## src/rtl/dec_pkg.sv

```systemverilog
// Shared types and decode helpers for the scanned decoder.
package dec_pkg;

   typedef enum logic {DIRECT = 1'b0, SCAN = 1'b1} mode_e;

   localparam int SEL_W_MAX = 8;
   localparam int NOUT_MAX  = 1 << SEL_W_MAX;

   // Output count for a given address width; callers bind this to a local NOUT.
   function automatic int nout(input int sel_w);
      return 1 << sel_w;
   endfunction

   // Full-width decode; callers truncate to their own NOUT.
   function automatic logic [NOUT_MAX-1:0] onehot_dec(input logic [SEL_W_MAX-1:0] addr,
                                                      input logic active_low);
      logic [NOUT_MAX-1:0] v;
      v = '0;
      v[addr] = 1'b1;
      return active_low ? ~v : v;
   endfunction

endpackage

```

## src/rtl/dec_slice.sv

```systemverilog
// Combinational single-channel decoder; en_n or blank force the inactive level.
module dec_slice
   import dec_pkg::*;
#(
   parameter int SEL_W      = 2,
   parameter bit ACTIVE_LOW = 1'b1,
   localparam int NOUT      = nout(SEL_W)
) (
   input  logic [SEL_W-1:0] addr,
   input  logic             en_n,
   input  logic             blank,
   output logic [NOUT-1:0]  y
);

   always_comb begin
      y = {NOUT{ACTIVE_LOW}};
      if (!en_n && !blank) begin
         y = NOUT'(onehot_dec(SEL_W_MAX'(addr), ACTIVE_LOW));
      end
   end

endmodule

```

## src/rtl/decoder_scan.sv

```systemverilog
// CH registered SEL_W-to-2^SEL_W decoders with a prescaled scan mode and dead-time blanking.
module decoder_scan
   import dec_pkg::*;
#(
   parameter int SEL_W      = 2,
   parameter int CH         = 2,
   parameter int PRESCALE   = 4,
   parameter int DEAD       = 1,
   parameter bit ACTIVE_LOW = 1'b1,
   localparam int NOUT      = nout(SEL_W)
) (
   input  logic                  clk,
   input  logic                  rst_n,
   input  logic [CH-1:0]         g,
   input  logic                  mode,
   input  logic [CH*SEL_W-1:0]   a,
   output logic [CH*NOUT-1:0]    y,
   output logic [SEL_W-1:0]      scan_idx,
   output logic                  wrap
);

   localparam int PW = (PRESCALE > 1) ? $clog2(PRESCALE) : 1;
   localparam logic [PW-1:0] PMAX = PW'(PRESCALE - 1);

   mode_e              state, state_nxt;
   logic [PW-1:0]      pre, pre_nxt;
   logic [SEL_W-1:0]   idx_nxt;
   logic               wrap_nxt;
   logic               blank;
   logic [CH*NOUT-1:0] y_nxt;

   always_ff @(posedge clk or negedge rst_n) begin
      if (!rst_n) begin
         state    <= DIRECT;
         pre      <= '0;
         scan_idx <= '0;
         wrap     <= 1'b0;
         y        <= {(CH*NOUT){ACTIVE_LOW}};
      end else begin
         state    <= state_nxt;
         pre      <= pre_nxt;
         scan_idx <= idx_nxt;
         wrap     <= wrap_nxt;
         y        <= y_nxt;
      end
   end

   // Entering SCAN from DIRECT restarts at slot 0, so only SCAN->SCAN advances.
   always_comb begin
      state_nxt = mode ? SCAN : DIRECT;
      pre_nxt   = '0;
      idx_nxt   = '0;
      wrap_nxt  = 1'b0;
      case (state)
         SCAN: begin
            if (mode) begin
               if (pre == PMAX) begin
                  idx_nxt  = scan_idx + 1'b1;
                  wrap_nxt = (scan_idx == '1);
               end else begin
                  pre_nxt  = pre + 1'b1;
                  idx_nxt  = scan_idx;
               end
            end
         end
         default: ;
      endcase
   end

   if (DEAD == 0) begin : g_no_dead
      assign blank = 1'b0;
   end else begin : g_dead
      assign blank = mode && (pre_nxt < PW'(DEAD));
   end

   for (genvar i = 0; i < CH; i++) begin : g_ch
      dec_slice #(
         .SEL_W      (SEL_W),
         .ACTIVE_LOW (ACTIVE_LOW)
      ) u_slice (
         .addr  (mode ? idx_nxt : a[i*SEL_W +: SEL_W]),
         .en_n  (g[i]),
         .blank (blank),
         .y     (y_nxt[i*NOUT +: NOUT])
      );
   end

endmodule

```

## config.mk

```make
export PLATFORM = sky130hd
export DESIGN_NAME = decoder_scan
export DESIGN_NICKNAME = d
export VERILOG_FILES = /design/src/rtl/dec_pkg.sv /design/src/rtl/dec_slice.sv /design/src/rtl/decoder_scan.sv
export SDC_FILE = /design/constraint.sdc
export NUM_CORES = 1
export LEC_CHECK = 0
export CAP_MARGIN = 40
export CORE_AREA = 3 3 40 42
export DETAILED_ROUTE_END_ITERATION = 12
export DIE_AREA = 0 0 43 45
export GPL_ROUTABILITY_DRIVEN = 0
export HOLD_SLACK_MARGIN = 0.15
export PLACE_DENSITY = 0.77
export SLEW_MARGIN = 25
export SYNTH_ARGS = -nofsm -noshare
export SYNTH_HDL_FRONTEND = slang
export SYNTH_SLANG_ARGS = --single-unit
```

## constraint.sdc

```tcl
create_clock -name clk -period 4.6 [get_ports clk]
set_clock_uncertainty 0.1 [all_clocks]
set_input_delay 0.92 -clock clk [delete_from_list [all_inputs] [get_ports clk]]
set_output_delay 0.92 -clock clk [all_outputs]
set_load 0.1 [all_outputs]
```

# ---- Yosys cells after proc, flatten, opt, wreduce, memory -nomap -nowiden
# Index checks and enable logic that the tools add are counted.
dict set report classes {
  reduce_logical 8
  mux 18
  n_addsub 2
  bitwise_logic 2
  n_eq_ne 2
  n_lt_le_gt_ge 5
}
# cell n
set ops {}
lappend ops {{2-bit by 9-bit < comparator with 1-bit output (second input constant)} 2}
lappend ops {{2-bit 2-to-1 mux} 8}
lappend ops {{4-bit 2-to-1 mux} 2}
lappend ops {{4-bit inverter} 2}
lappend ops {{1-bit 2-to-1 mux} 6}
lappend ops {{1-bit logical AND} 5}
lappend ops {{2-bit by 1-bit adder with 2-bit output (second input constant)} 2}
lappend ops {{1-bit demux with 2-bit select} 2}
lappend ops {{2-bit equality test (second input constant)} 2}
lappend ops {{2-bit by 1-bit greater-or-equal comparator with 1-bit output (second input constant)} 2}
lappend ops {{1-bit logical NOT} 3}
lappend ops {{2-bit by 1-bit < comparator with 1-bit output (second input constant)} 1}
dict set report word_totals {
  elab_cells 42
  regBits 14
  output_inout_bits 11
}

# ---- Longest topological paths before layout
dict set report depth {
  depth_word 11
  mapped_depth 4
  ltp_nobuf 4
}

# ---- Cells and area by module
# A second synthesis with hierarchy kept.
dict set report hier_totals {
  hier_cells 43
  area_unflattened_um2 569.3
}
# module seq_area_each_um2 cells_each instances area_each_um2
set modules_own_cells {}
lappend modules_own_cells {decoder_scan 360.3 35 1 491.7}
lappend modules_own_cells {dec_slice 0.0 4 2 38.8}

# ---- Worst setup path after synthesis
# Ideal clock, no wire load.
dict set report synth_timing {
  kind {register -> register}
  from {register scan_idx[0]}
  to {register y[4]}
  slack_ns 2.310
  setup_time_ns 0.094
  stages_incl_launch_ff 5
  n_path_buf 0
  required_time_ns 4.406
  t_arrival_ns 2.096
  cell_sequence {dfrtp_1 ha_1 mux2i_1 o22ai_1 or4b_1}
}
dict set report synth_between {
  elab_chain_cells 11
}
# item line_no
set synth_lines {}
lappend synth_lines {{start: declaration} decoder_scan.sv:18} ;# output logic [SEL_W-1:0] scan_idx,
lappend synth_lines {{start signal: assignment} decoder_scan.sv:42} ;# scan_idx <= idx_nxt;
lappend synth_lines {{2-bit by 1-bit adder with 2-bit output} decoder_scan.sv:58} ;# idx_nxt = scan_idx + 1'b1;
lappend synth_lines {{2-bit 2-to-1 mux *} decoder_scan.sv:57} ;# if (pre == PMAX) begin
lappend synth_lines {{2-bit 2-to-1 mux *} decoder_scan.sv:56} ;# if (mode) begin
lappend synth_lines {{2-bit 2-to-1 mux *} decoder_scan.sv:54} ;# case (state)
lappend synth_lines {{2-bit 2-to-1 mux *} decoder_scan.sv:81} ;# .addr (mode ? idx_nxt : a[i*SEL_W +: SEL_W]),
lappend synth_lines {{2-bit by 9-bit < comparator with 1-bit output (implied by the code) or 2-bit by 1-bit greater-or-equal comparator with 1-bit output (tied branches)} dec_pkg.sv:19} ;# v[addr] = 1'b1;
lappend synth_lines {{1-bit logical AND (implied by the code)} dec_pkg.sv:19}
lappend synth_lines {{1-bit 2-to-1 mux (implied by the code)} dec_pkg.sv:19}
lappend synth_lines {{1-bit demux with 2-bit select *} --}
lappend synth_lines {{4-bit inverter *} dec_pkg.sv:20} ;# return active_low ? ~v : v;
lappend synth_lines {{4-bit 2-to-1 mux *} dec_slice.sv:17} ;# if (!en_n && !blank) begin
lappend synth_lines {{via g_ch[1].u_slice.y[0]} dec_slice.sv:12} ;# output logic [NOUT-1:0] y
lappend synth_lines {{end signal: assignment} decoder_scan.sv:38} ;# y <= {(CH*NOUT){ACTIVE_LOW}};
lappend synth_lines {{end signal: assignment} decoder_scan.sv:44} ;# y <= y_nxt;
lappend synth_lines {{end: declaration} decoder_scan.sv:17} ;# output logic [CH*NOUT-1:0] y,
# The timed path passes the listed nets; every way through them passes the cells marked *.

# ---- Worst setup path in the final report
dict set report layout_timing {
  from {register y[7]}
  to {output y[7]}
}
# No word-level cell between the ends.

==> impl_summary.log <==
[metrics] Critical R2R Capture: y[4]
[metrics] clock tree buffer depth: 2
[metrics] proportion of layout cells with a drive suffix above 1: 0.304
[metrics] net count after synthesis: 56
[metrics] first-pass GRT wire length: 1990 µm
[metrics] clock network fraction of total power: 0.315
[metrics] first-pass detailed-route iteration total: 2
[metrics] number of max-slew violations in the final report: 0
[metrics] share of the yosys chip area belonging to registers: 0.633
[metrics] clock insertion delay at the later pin of the skew report: 0.27 ns
[metrics] leakage: 0.000437 µW
[metrics] Comb pwr share: 0.203
[metrics] area growth from synthesis to layout: 72.1%
[metrics] reg-to-reg critical path startpoint: pre[0]
[metrics] Post-CTS Setup Repair Bufs: 0
[metrics] die extent in y: 45 µm
[metrics] Overall Global Routing Usage: 0.138
[metrics] type of element capturing the critical path: output pin
[metrics] cell chosen for the clock root: clkbuf_4
[metrics] category of the critical setup timing path: flip-flop to output pin
[metrics] delay of the slowest cell on the worst path: 0.52 ns
[metrics] largest vdd supply drop: 0.000193 V
[metrics] routed len/inst: 13.1 µm
[metrics] post-route ant nets: 0
[metrics] hold path start: pre[0]
[metrics] buffering stage count on the worst path with inverters included: 2
[metrics] cell type of the slowest stage on the worst timing path: dfstp_2
[metrics] overall die area: 1940 µm²
[metrics] total internal power: 199 µW
[metrics] cell family contributing the most delay on the critical path: buffers and inverters
[metrics] antenna violations before repair: 0
[metrics] number of distinct library cells after synthesis: 17
[metrics] Max Clock Freq: 395 MHz
[metrics] clock transition at the register clock pins on the worst setup and hold paths after CTS: 0.08 ns
[metrics] Sw Ratio: 0.264
[metrics] Post-synth EDFFs: 0
[metrics] TritonCTS clock tree: built
[metrics] number of synthesis warnings: 0
[metrics] largest net degree at the start of global routing: 15
[metrics] Tot Pwr: 270 µW
[metrics] Cell Area, Synth: 569 µm²
[metrics] power dissipated by switching net loads: 71.2 µW
[metrics] GRT Residual Overflow: 0
[metrics] most frequent cells in the layout: 19 x clkdlybuf4s50_1, 11 x buf_8, 8 x dfstp_2, 6 x inv_1, 6 x dfrtp_1
[metrics] number of levels the H-tree was split into: 1
[metrics] die width: 43 µm
[metrics] post-place setup slack: 2.05 ns
[metrics] Least-Margin Pin Slew: 0.585 ns
[metrics] final critical delay including setup and external delays: 2.53 ns
[metrics] hold bufs inserted after CTS: 0
[metrics] maximum capacitance violations: 0
[metrics] synthesized area per cell: 12.7 µm²
[metrics] core area: 1280 µm²
[metrics] count of input and output buffers: 19
[metrics] Iter 0 DRT Violations: 9
[metrics] number of vias per cell: 4.88
[metrics] CP startpoint kind: flip-flop
[metrics] worst-path maximum fanout: 1
[metrics] setup repair after global routing missed its margin: false
[metrics] detailed placer's ending HPWL: 929 µm
[metrics] share of total power in sequential cells: 0.482
[metrics] minimum setup slack in the final design: 2.07 ns
[metrics] post-CTS resize count: 0
[metrics] worst hold endpoint: pre[0]
[metrics] commonest non-fill, non-tap cell in the layout: clkdlybuf4s50_1
[metrics] # nets final: 91
[metrics] run status: finished, final reports clean
[metrics] final number of hold-violating endpoints: 0
[metrics] # rows: 13
[metrics] effective utilization at floorplan: 0.443
[metrics] total DRC errors in the routed layout: 0
[metrics] arrival time at the worst endpoint: 1.51 ns
[metrics] relative max-transition margin: 0.609
[metrics] worst hold slack: 0.354 ns
[metrics] Total Negative Setup Slacks: 0 ns
[metrics] number of global-route vias before repair: 457
[metrics] antenna cells: 0
[metrics] number of cells on the worst hold path: 1
[metrics] total clock buffers created by CTS: 3
[metrics] flop-to-flop setup slack: 2.74 ns
[metrics] final worst-path cycle share: 0.551
[metrics] Async S/R FF share, synth: 1.00
[metrics] Total Routed Length: 1230 µm
[metrics] R2R depth: 4
[metrics] Setup violations, final: 0
[metrics] power density over the cells: 275 nW/µm²
[metrics] vias after detailed routing: 459
[metrics] worst path cell trace: clkdlybuf4s50_1, buf_8
[metrics] Post-Synthesis Cells: 45
[metrics] worst min-delay path class: flip-flop to flip-flop
[metrics] top-level port count: 20
[metrics] top_reg_cell synth: dfstp_2
[metrics] number of synthesized register bits: 14
[metrics] required time of the worst setup path: 3.58 ns
[metrics] number of clock sinks: 14
metrics by stage:
stage	std cells	utilization	instance area [µm²]
2_1_floorplan	45	-	569
3_3_place_gp	79	0.606	778
3_5_place_dp	90	0.734	943
4_1_cts	94	0.762	980
5_1_grt	94	0.762	980
6_report	94	0.762	980
power by group through the flow:
stage	clock network, µW	logic [µW]	registers (µW)
after CTS	87.0	55.2	130
after floorplan	0	9.41	152
after global placement	0	45.3	132
after global routing	90.5	57.4	131
after detailed placement	0	54.8	132
final	84.9	54.8	130
final cells by class:
cell class,count,area [µm²]
sequential,14,360
multi-input combinational,25,186
timing repair buffer,30,355
tap,15,18.8
clock buffer,4,36.3
inverter,6,22.5
fill,76,305
worst reg2reg max path, stage by stage, from the launching register on:
cell and delay [ns]:
dfrtp_1 0.39, ha_1 0.25, xnor2_1 0.31, o22ai_1 0.19, or4b_1 0.54
logic make-up (layout without fill, tap and decap cells):
logic type / Yosys count / in the layout / synth area share
flops: 14 / 14 / 0.633
simple gates: 16 / 16 / 0.198
fa+ha+maj: 2 / 2 / 0.0439
buf+inv: 6 / 40 / 0.0396
compound gates: 5 / 5 / 0.0527
mux: 1 / 1 / 0.0176
xor+xnor: 1 / 1 / 0.0154
flip-flops by register name, summed over array words and instances (netlist names):
name and cells:
scan_idx 2, pre 2, state 1, wrap 1, y 8
metal layers:
| metal | track usage | vias to the layer above | wire (µm) |
|---|---|---|---|
| li1 | - | 229 | - |
| met1 | 0.166 | 214 | 501 |
| met2 | 0.249 | 14 | 663 |
| met3 | 0.0239 | 2 | 57 |
| met4 | 0.0542 | 0 | 11 |
| met5 | 0 | - | 0 |
synthesized netlist by cell type (2+ instances only):
cell	n	area share
dfstp_2	8	0.37
nor2_1	4	0.026
dfrtp_1	6	0.26
nand4bb_1	2	0.040
ha_1	2	0.044
o22ai_1	4	0.044
or4b_1	2	0.035
nand4b_1	3	0.046
inv_1	6	0.040
how the worst max path moves through the flow:
stage / endpoint / depth (start not counted) / startpoint
2_1_floorplan: y[4] / 4 / scan_idx[0]
3_3_place_gp: y[6] / 1 / y[6]
3_5_place_dp: y[4] / 4 / mode
4_1_cts: y[7] / 2 / y[7]
5_1_grt: y[1] / 2 / y[1]
6_report: y[7] / 2 / y[7]
(Power assumes the default switching activity.)
